## src/rtl/seq_mult_hs.sv

```systemverilog
// Sequential shift-add multiplier, WIDTH-bit signed/unsigned operands.
// Valid/ready on operands and product; one operation in flight.
module seq_mult_hs #(
  parameter int WIDTH      = 8,
  parameter bit EARLY_TERM = 1'b1
) (
  input  logic               clk,
  input  logic               rst,
  input  logic               in_valid,
  output logic               in_ready,
  input  logic [WIDTH-1:0]   a_in,
  input  logic [WIDTH-1:0]   b_in,
  input  logic               signed_in,
  output logic               out_valid,
  input  logic               out_ready,
  output logic [2*WIDTH-1:0] product,
  output logic               busy
);

  localparam int CW = $clog2(WIDTH + 1);

  typedef enum logic [1:0] {
    IDLE,
    RUN,
    FIXUP,
    DONE
  } state_t;

  state_t             state;
  logic [2*WIDTH-1:0] ms;
  logic [2*WIDTH-1:0] p;
  logic [WIDTH-1:0]   r;
  logic [CW-1:0]      cnt;
  logic               neg;

  logic [WIDTH-1:0]   a_abs;
  logic [WIDTH-1:0]   b_abs;
  logic               term;

  // Magnitude of the most negative value wraps to 2^(W-1) unsigned.
  always_comb begin
    a_abs = (signed_in && a_in[WIDTH-1]) ? -a_in : a_in;
    b_abs = (signed_in && b_in[WIDTH-1]) ? -b_in : b_in;
    term  = (EARLY_TERM && (r == '0)) || (cnt == '0);
  end

  always_ff @(posedge clk or negedge rst) begin
    if (!rst) begin
      state     <= IDLE;
      ms        <= '0;
      p         <= '0;
      r         <= '0;
      cnt       <= '0;
      neg       <= 1'b0;
      product   <= '0;
      in_ready  <= 1'b1;
      out_valid <= 1'b0;
      busy      <= 1'b0;
    end else begin
      unique case (state)
        IDLE: begin
          if (in_valid) begin
            ms       <= {{WIDTH{1'b0}}, a_abs};
            r        <= b_abs;
            p        <= '0;
            cnt      <= CW'(WIDTH);
            neg      <= signed_in & (a_in[WIDTH-1] ^ b_in[WIDTH-1]);
            state    <= RUN;
            in_ready <= 1'b0;
            busy     <= 1'b1;
          end
        end
        RUN: begin
          if (term) begin
            state <= FIXUP;
          end else begin
            p   <= p + (r[0] ? ms : '0);
            ms  <= ms << 1;
            r   <= r >> 1;
            cnt <= cnt - 1'b1;
          end
        end
        FIXUP: begin
          product   <= neg ? -p : p;
          state     <= DONE;
          busy      <= 1'b0;
          out_valid <= 1'b1;
        end
        DONE: begin
          if (out_ready) begin
            state     <= IDLE;
            out_valid <= 1'b0;
            in_ready  <= 1'b1;
          end
        end
        default: begin
          state <= IDLE;
        end
      endcase
    end
  end

endmodule

```

## config.mk

```make
export PLATFORM = sky130hd
export DESIGN_NAME = seq_mult_hs
export DESIGN_NICKNAME = d
export VERILOG_FILES = /design/src/rtl/seq_mult_hs.sv
export SDC_FILE = /design/constraint.sdc
export NUM_CORES = 1
export LEC_CHECK = 0
export CAP_MARGIN = 40
export CELL_PAD_IN_SITES_DETAIL_PLACEMENT = 0
export CELL_PAD_IN_SITES_GLOBAL_PLACEMENT = 2
export CORE_MARGIN = 2
export CORE_UTILIZATION = 35
export DETAILED_ROUTE_END_ITERATION = 8
export PLACE_DENSITY_LB_ADDON = 0.2
export SLEW_MARGIN = 30
export SYNTH_ARGS = -nofsm -noshare
export SYNTH_HDL_FRONTEND = slang
export SYNTH_SLANG_ARGS = --single-unit
```

## constraint.sdc

```tcl
create_clock -name clk -period 2.9 [get_ports clk]
set_clock_uncertainty 0.1 [all_clocks]
set_input_delay 0.58 -clock clk [delete_from_list [all_inputs] [get_ports clk]]
set_output_delay 0.58 -clock clk [all_outputs]
set_load 0.03 [all_outputs]
```

==> results.md <==
- Resized cells post-CTS: 0
- Total gr overflow: 0
- Filler cells: 1,171
- Vias: roughly 3,300
- Area Growth Syn to Fin: 22.4%
- Slew HR: between 50% and 60%
- CP Launch Type: flip-flop
- Syn_area_per_cell: 8.62 um^2
- Wire length per cell: between 10 and 15 um
- Final WS setup: around 0.3 ns
- N_diodes: 0
- Setup TNS: 0 ns
- Max-Cap Viols: 0
- Register area share after synthesis: roughly two fifths
- Syn Nets: 522
- Fmax: slightly below 400 MHz
- Outcome: completed
- CORE AREA: about 0.011 mm^2
- EDFF count, synth: 0
- RSZ-0062 raised after global routing: no
- Cell area power density: between 1000 and 1500 mW/mm^2
- Num CTS Buffers: 9
- Synth top area cells: dfrtp_1, ha_1, nand2_1
- Worst reg2reg path startpoint: r[0]$_DFFE_PN0P_
- Worst VDD drop: roughly 0.56 mV
- CP Data Arrival Time: about 2.7 ns
- Initial drt markers: 151
- Post-CTS setup buffer count: 0
- Min cycle time layout: around 2.6 ns
- Htree depth: 3
- Cell variety after synth: 41
- Worst skew pair latency: roughly 0.33 ns
- Row count: 39
- Pin count of the biggest net entering global routing: 53
- Initial antenna violation count: 0
- Placed Cells: 649
- DRC violations left: 0
- Syn Std Cell Area: roughly 0.004 mm^2
- Clk slew on worst S/H paths: ~0.06 ns
- CP required: between 3 and 4 ns
- Routability Congestion: about 0.84
- Synth async-reset ratio: between 90% and 100%
- Chip width: ~110 um
- CTS Hold Bufs: 0
- FF-to-FF setup slack: between 0.3 and 0.4 ns
- Vert. Die Dim: 112 um
- IO Pins: 40
- Register bit total from synthesis: 66
- IO buf count: 39
- First-pass GRT wire length: ~16,000 um
- HP Class: primary input to async pin
- Main flop type after synthesis: dfrtp_1
- CTS tree: done
- Worst-case hold slack: roughly 0.12 ns
- Worst Path Max Fanout: 12
- Slew of the pin with the lowest slew margin: ~0.70 ns
- Area leader, netlist: dfrtp_1
- Final setup violation count: 0
- DR vias/cell: 5.02
- Clock root cell: clkbuf_16
- Utilization after layout: 44.0%
- Area share of the largest cell type after synthesis: 39.6%
- Initial Utilization: 35.9%
- Final cell count without fillers: approximately 670
- Clock sink total: between 60 and 70
- Leakage power: between 2 and 2.5 nW
- All-Layer GR Usage: about 15%
- Synthesis Warnings: 0
- Final slew viol count: 0
- Worst Reg2Reg Path Length in Cells: 9
- Vias in the first global route: ~3,300
- Final HPWL DP: 6960 um
- R2r endpoint: p[12]$_DFFE_PN0P_
- DR pass1 iterations: 4
- Place WS: ~0.3 ns
- Nets: around 560
- CTS Buffer Depth: 2
- Final period utilization: between 80 and 90%
- Layout cell share with drive strength beyond 1: about 7.5%
- Die area: around 0.013 mm^2
- Worst Setup End Kind: flip-flop
- Post-Synthesis Cells: approximately 480
- Final WL: about 9100 um
- Post-route ant nets: 0
- Hold violation total from the final report: 0
- Critical path type: flip-flop to flip-flop
Yosys cell counts (4+ instances only):
library cell and count:
a31oi_1 4, nor2b_1 4, or3_1 7, nand3_1 8, o31ai_1 8, xor2_1 15, xnor2_1 19, nand2_1 77
o21ai_0 55, and2_1 15, o21bai_1 4, nor2_1 27, nor3_1 4, nand2b_1 5, mux2i_1 6, o41ai_1 8
a21oi_1 51, ha_1 24, inv_1 19, clkbuf_1 19, dfrtp_1 65, mux2_2 7
worst max-delay path by stage:
stage	depth (start not counted)	from	to	slack, ns
finish	9	r[0]$_DFFE_PN0P_	p[12]$_DFFE_PN0P_	0.31
global route	10	r[0]$_DFFE_PN0P_	p[14]$_DFFE_PN0P_	0.1
CTS	9	r[0]$_DFFE_PN0P_	p[12]$_DFFE_PN0P_	0.29
detailed placement	9	r[0]$_DFFE_PN0P_	p[12]$_DFFE_PN0P_	0.30
global placement	9	r[0]$_DFFE_PN0P_	p[12]$_DFFE_PN0P_	0.34
floorplan	11	r[0]$_DFFE_PN0P_	p[12]$_DFFE_PN0P_	0.35
kinds of logic after synthesis:
family | count (synthesis) | synth area share [%]
AO/OA/AOI/OAI | 143 | 20.3
XOR/XNOR | 34 | 7.26
adder cells (fa/ha/maj) | 25 | 7.81
buffers and inverters | 38 | 3.48
flip-flops | 66 | 40.3
multiplexers | 13 | 3.39
AND/OR/NAND/NOR | 157 | 17.5
per-stage QoR:
stage	instance area (um^2)	total power (W)
after floorplan	4100	0.00337
after global placement	4690	0.00417
after detailed placement	4710	0.00422
after CTS	5020	0.00535
after global routing	5020	0.00574
final	5020	0.00526
per-layer routing:
metal	wire [um]	GRT usage, %
met4	141	5.12
met3	316	3.67
met1	4800	21.9
met5	0	0
met2	3800	23.1
power breakdown:
part,leakage (nW),total (W),switching (W),internal (W)
registers,0.859,0.00156,0.000301,0.00126
clock network,0.151,0.00110,0.000393,0.000707
logic,1.20,0.00260,0.00151,0.00109
registers in the layout, summed over array words and instances, names as in the netlist:
| register | flops |
|---|---|
| product | 16 |
| in_ready | 1 |
| r | 8 |
| busy | 1 |
| state | 2 |
| out_valid | 1 |
| p | 16 |
| neg | 1 |
| cnt | 4 |
| ms | 16 |
cell type report:
class | instances | area, um^2 | share of cell area (%)
multi-input combinational | 372 | 2320 | 46.2
clock buffer | 11 | 253 | 5.03
tap | 143 | 179 | 3.56
clock inverter | 5 | 52.6 | 1.05
sequential | 66 | 1650 | 32.9
inverter | 19 | 71.3 | 1.42
timing repair buffer | 49 | 493 | 9.82
worst max-delay path, cell delays in order (launching register included):
cell	delay [ns]
dfrtp_1	0.43
buf_4	0.19
and2_1	0.16
ha_1	0.34
a21oi_1	0.17
inv_1	0.06
o211ai_1	0.31
a31oi_1	0.15
or3_1	0.33
a32o_1	0.25
cell usage in the layout, fill, tap and decap left out, drive strengths merged, types with 4 or more instances in the layout:
| master | synthesis | final |
|---|---|---|
| a31oi | 4 | 4 |
| o21ai | 56 | 56 |
| clkdlybuf4s50 | 0 | 38 |
| o21bai | 4 | 4 |
| and2 | 15 | 15 |
| mux2 | 7 | 7 |
| o41ai | 9 | 9 |
| buf | 0 | 11 |
| a21oi | 51 | 51 |
| dfrtp | 65 | 65 |
| nor2b | 4 | 4 |
| nand3 | 8 | 8 |
| nor2 | 27 | 27 |
| nand2b | 5 | 5 |
| o31ai | 8 | 8 |
| ha | 24 | 24 |
| nand2 | 77 | 77 |
| xnor2 | 19 | 19 |
| mux2i | 6 | 6 |
| or3 | 8 | 8 |
| clkbuf | 19 | 11 |
| xor2 | 15 | 15 |
| nor3 | 4 | 4 |
| inv | 19 | 19 |
Note: power is estimated with default switching activity, not from simulation.
